<file path="src/rtl/seq_logic_unit.sv">
// Multi-cycle bitwise logic unit (AND/OR/XOR/NOR), CHUNK bits per clock, LSB chunk first.
// Optional zero-result accumulator enabled by defining SEQ_LOGIC_UNIT_ZERO_FLAG_EN.
module seq_logic_unit #(
  parameter int unsigned WIDTH = 32,
  parameter int unsigned CHUNK = 8
) (
  input  logic             clk,
  input  logic             reset_n,
  input  logic             in_valid,
  output logic             in_ready,
  input  logic [WIDTH-1:0] a,
  input  logic [WIDTH-1:0] b,
  input  logic [1:0]       op,
  output logic             out_valid,
  input  logic             out_ready,
  output logic [WIDTH-1:0] result,
  output logic             zero
);

  localparam int unsigned NCH = WIDTH / CHUNK;
  localparam int unsigned CW  = (NCH > 1) ? $clog2(NCH) : 1;
  localparam logic [CW-1:0] LastCnt = CW'(NCH - 1);

  typedef enum logic [1:0] {StIdle, StBusy, StDone} state_e;

  state_e           state_q;
  logic [WIDTH-1:0] a_q, b_q;
  logic [1:0]       op_q;
  logic [CW-1:0]    cnt_q;

  logic [31:0]      base;
  logic [CHUNK-1:0] a_chunk, b_chunk, chunk;
  logic [WIDTH-1:0] mask, chunk_wide;

  // Select the active chunk of the latched operands and position the new bits in the result word.
  always_comb begin
    base       = 32'(cnt_q) * CHUNK;
    a_chunk    = CHUNK'(a_q >> base);
    b_chunk    = CHUNK'(b_q >> base);
    unique case (op_q)
      2'b00:   chunk = a_chunk & b_chunk;
      2'b01:   chunk = a_chunk | b_chunk;
      2'b10:   chunk = a_chunk ^ b_chunk;
      default: chunk = ~(a_chunk | b_chunk);
    endcase
    mask       = WIDTH'({CHUNK{1'b1}}) << base;
    chunk_wide = WIDTH'(chunk) << base;
  end

  always_ff @(posedge clk or negedge reset_n) begin
    if (!reset_n) begin
      state_q   <= StIdle;
      in_ready  <= 1'b1;
      out_valid <= 1'b0;
      result    <= '0;
      a_q       <= '0;
      b_q       <= '0;
      op_q      <= 2'b00;
      cnt_q     <= '0;
    end else begin
      unique case (state_q)
        StIdle: begin
          if (in_valid) begin
            a_q      <= a;
            b_q      <= b;
            op_q     <= op;
            result   <= '0;
            cnt_q    <= '0;
            in_ready <= 1'b0;
            state_q  <= StBusy;
          end
        end
        StBusy: begin
          result <= (result & ~mask) | chunk_wide;
          if (cnt_q == LastCnt) begin
            out_valid <= 1'b1;
            state_q   <= StDone;
          end else begin
            cnt_q <= cnt_q + CW'(1);
          end
        end
        StDone: begin
          if (out_ready) begin
            out_valid <= 1'b0;
            in_ready  <= 1'b1;
            state_q   <= StIdle;
          end
        end
        default: state_q <= StIdle;
      endcase
    end
  end

`ifdef SEQ_LOGIC_UNIT_ZERO_FLAG_EN
  logic zero_q;

  always_ff @(posedge clk or negedge reset_n) begin
    if (!reset_n) begin
      zero_q <= 1'b0;
    end else if (state_q == StIdle && in_valid) begin
      zero_q <= 1'b1;
    end else if (state_q == StBusy) begin
      zero_q <= zero_q & (chunk == '0);
    end
  end

  assign zero = zero_q;
`else
  assign zero = 1'b0;
`endif

endmodule
</file>
<file path="config.mk">
export PLATFORM = sky130hd
export DESIGN_NAME = seq_logic_unit
export DESIGN_NICKNAME = d
export VERILOG_FILES = /design/src/rtl/seq_logic_unit.sv
export SDC_FILE = /design/constraint.sdc
export NUM_CORES = 1
export LEC_CHECK = 0
export ABC_AREA = 1
export CAP_MARGIN = 10
export CORE_UTILIZATION = 52
export DETAILED_ROUTE_END_ITERATION = 12
export GPL_TIMING_DRIVEN = 1
export PLACE_DENSITY = 0.81
export SLEW_MARGIN = 20
export SYNTH_ARGS = -nofsm -noshare
export SYNTH_HDL_FRONTEND = slang
export SYNTH_SLANG_ARGS = --single-unit
</file>
<file path="constraint.sdc">
create_clock -name clk -period 2.45 [get_ports clk]
set_input_delay 0.49 -clock clk [delete_from_list [all_inputs] [get_ports clk]]
set_output_delay 0.49 -clock clk [all_outputs]
set_load 0.005 [all_outputs]
</file>
==> run_results.csv <==
group,metric,value,unit
status,outcome,"finished with violations",
status,failed_checks,"DRC",
critical_path,rr_startpoint,"cnt_q[0]$_DFFE_PN0P_",
critical_path,crit_start,"cnt_q[0]$_DFFE_PN0P_",
logic_synthesis,synthesis.area,5200,um^2
placement,dp_hpwl,9150,um
die,start_util,0.534,
die,io_pins,105,
routing,drcViolationCount,1,
die,num_rows,36,
timing,rsz0062_at_grt,"false",
timing,finalMaxSlewViolations,0,
logic_synthesis,yosysTopAreaCell,"dfrtp_1",
layout,drive_above_1_share,0.0582,
cts,cts.reportedPaths.clkPinSlew,0.10,ns
critical_path,crit_required,2.71,ns
grt,grt_pass1_vias,4475,
die,die_w,102,um
pwr,ir_worst_vdd,0.000553,V
routing,vias,4565,
timing,finalHoldViolations,0,
logic_synthesis,ys_seq_area_frac,0.501,
logic_synthesis,ys_warn_count,0,
critical_path,critPathKind,"flop to flop",
grt,gr-total-overflow,0,
critical_path,cp_max_fo,30,
routing,drt_iter0_drc,313,
flow_run,maxCapViolations,0,
die,die_y,102,um
routing,via_per_inst,5.13,
hold_path,hp-start,"result[11]$_DFFE_PN0P_",
cts,clkSinkCount,104,
cts,insertion_delay,0.37,ns
grt,antenna_found_initial,0,
hold_path,hold_path.class,"flop to flop",
logic_synthesis,syn_inst,660,
cts,cts_setup_buffers,0,
cts,htreeDepth,3,
pwr,p_per_area,1250,nW/um^2
placement,dp_slack,0.434,ns
grt,grt_use_total,0.256,
timing,setup_tns,0,ns
timing,period_share,0.834,
logic_synthesis,synth_top_area_share,0.496,
grt,grt_pass1_wl,20600,um
routing,ant_nets,0,
layout,n_antenna_cell,0,
layout,area_growth,24.4,%
timing,fin_crit,2.04,ns
critical_path,rrSetupSlack,0.41,ns
logic_synthesis,synth_nets,750,
timing,skew,0.0100,ns
cts,cts_tree,"done",
placement,gp_congestion,0.861,
layout,final_net_count,841,
timing,relSlewSlack,0.581,
timing,setup_viol,0,
routing,wl_per_cell,13.8,um
critical_path,crit_path_end_kind,"flop",
cts,clock_path_buffers,2,
cts,cts-root-buf,"clkbuf_8",
routing,dr.pass1.iters,9,
routing,wl,12300,um
logic_synthesis,synth_area_leaders,"dfrtp_1, nand2_1, ha_1, nand3_1, nand4_1",
grt,grt_max_degree,66,
die,dieArea,10400,um^2
pwr,leakage,3.39,nW
logic_synthesis,avgSynthCellArea,7.88,um^2
critical_path,worst_setup_path_start_kind,"flop",
die,coreArea,9730,um^2
critical_path,arrival,2.30,ns
timing,worst_slew_pin_slew,0.628,ns
cts,cts_buffers,9,
logic_synthesis,synth.distinct_cells,24,
logic_synthesis,ys_ff_latch,104,
timing,fmax,0.489,GHz
layout,final_util,0.665,
placement,io_buffers,103,
timing,setup_slack,0.406,ns
## layout make-up
type / instances / area, um^2
Fill cell: 828 / 3260
Sequential cell: 104 / 2600
Multi-Input combinational cell: 489 / 2250
Timing Repair Buffer: 114 / 1140
Tap cell: 133 / 166
Clock buffer: 10 / 138
Inverter: 33 / 124
Clock inverter: 6 / 42.5
## final timing paths
path                                               end  depth (start not counted)
worst max-delay path            result[12]$_DFFE_PN0P_                         10
worst min-delay path            result[11]$_DFFE_PN0P_                          2
worst max register to register  result[12]$_DFFE_PN0P_                         10
worst min register to register  result[11]$_DFFE_PN0P_                          2
max in group asynchronous          b_q[22]$_DFFE_PN0P_                          3
min in group asynchronous        out_valid$_DFFE_PN0P_                          2
## synthesized netlist by cell type
| master | number |
|---|---|
| nor2_2 | 2 |
| buf_6 | 7 |
| clkbuf_1 | 5 |
| inv_2 | 4 |
| o21ai_2 | 3 |
| nor2_8 | 2 |
| dfrtp_1 | 103 |
| nand2_1 | 359 |
| dfstp_2 | 1 |
| nor3b_1 | 1 |
| buf_2 | 17 |
| buf_4 | 4 |
| nand4_1 | 32 |
| ha_1 | 20 |
| buf_1 | 1 |
| o31ai_1 | 1 |
| nand2_2 | 3 |
| nand3_1 | 50 |
| a21o_1 | 1 |
| conb_1 | 1 |
| nand2_4 | 2 |
| inv_1 | 29 |
| o21ai_1 | 1 |
| o21ai_0 | 11 |
## layer usage
layer,vias to the layer above,routed length [um],GRT usage
met3,28,656,0.0404
met5,-,0,0
met4,0,326,0.102
met1,2119,5480,0.336
met2,162,5840,0.425
li1,2256,-,-
## timing repair
item                                   4_1_cts  5_1_grt
resized for setup                            0        0
hold buffers                                 1        0
endpoints found under the hold margin       13        0
## critical path: stages, from the launching register on
cell and delay, ns:
dfrtp_1 0.41, inv_1 0.08, buf_4 0.29, nand2_1 0.12, nand3_1 0.08, nand2_1 0.09, ha_1 0.28, o21ai_0 0.15
nand3_1 0.19, nand4_1 0.17, nand2_1 0.06
## cells by family after synthesis
group,Yosys count,synth area share
AND/OR/NAND/NOR,451,0.365
flip-flops,104,0.501
buffers and inverters,67,0.0655
adder cells (fa/ha/maj),20,0.0481
AO/OA/AOI/OAI,17,0.0195
other,1,0.000721
## layout by cell type, fill, tap and decap left out
| cell type | netlist | routed |
|---|---|---|
| o21ai_1 | 1 | 1 |
| nor2_8 | 2 | 2 |
| buf_12 | 0 | 2 |
| nand4_1 | 32 | 32 |
| a21o_1 | 1 | 1 |
| dlygate4sd3_1 | 0 | 1 |
| clkbuf_8 | 0 | 10 |
| inv_1 | 29 | 29 |
| o21ai_2 | 3 | 3 |
| clkdlybuf4s50_1 | 0 | 102 |
| nand3_1 | 50 | 50 |
| conb_1 | 1 | 1 |
| ha_1 | 20 | 20 |
| nand2_2 | 3 | 3 |
| clkinv_2 | 0 | 2 |
| inv_6 | 0 | 2 |
| dfstp_2 | 1 | 1 |
| dfrtp_1 | 103 | 103 |
| buf_4 | 4 | 9 |
| nand2_4 | 2 | 2 |
| clkinvlp_4 | 0 | 2 |
| inv_2 | 4 | 4 |
| o21ai_0 | 11 | 11 |
| nand2_1 | 359 | 359 |
| nor2_2 | 2 | 2 |
| o31ai_1 | 1 | 1 |
| nor3b_1 | 1 | 1 |
## power breakdown
| group | switching [mW] | internal (mW) | leakage [nW] |
|---|---|---|---|
| sequential | 0.521 | 2.48 | 1.32 |
| clock | 0.601 | 0.401 | 0.0891 |
| combinational | 2.53 | 1.55 | 1.98 |
| total | 3.65 | 4.44 | 3.39 |
## stage by stage
step,hold slack (ns),area (um^2),total power [mW],std cells
4_1_cts,0.491,6470,8.11,889
5_1_grt,0.508,6470,8.86,889
6_report,0.484,6470,8.09,889
2_1_floorplan,0.194,5200,5.73,660
3_5_place_dp,0.361,6280,7.11,872
3_3_place_gp,0.357,6280,6.94,872
## state kept, by name (all words and copies together) (netlist names)
| signal | flops |
|---|---|
| a_q | 32 |
| b_q | 32 |
| cnt_q | 2 |
| in_ready | 1 |
| op_q | 2 |
| out_valid | 1 |
| result | 32 |
| state_q | 2 |
(Power assumes the default switching activity.)
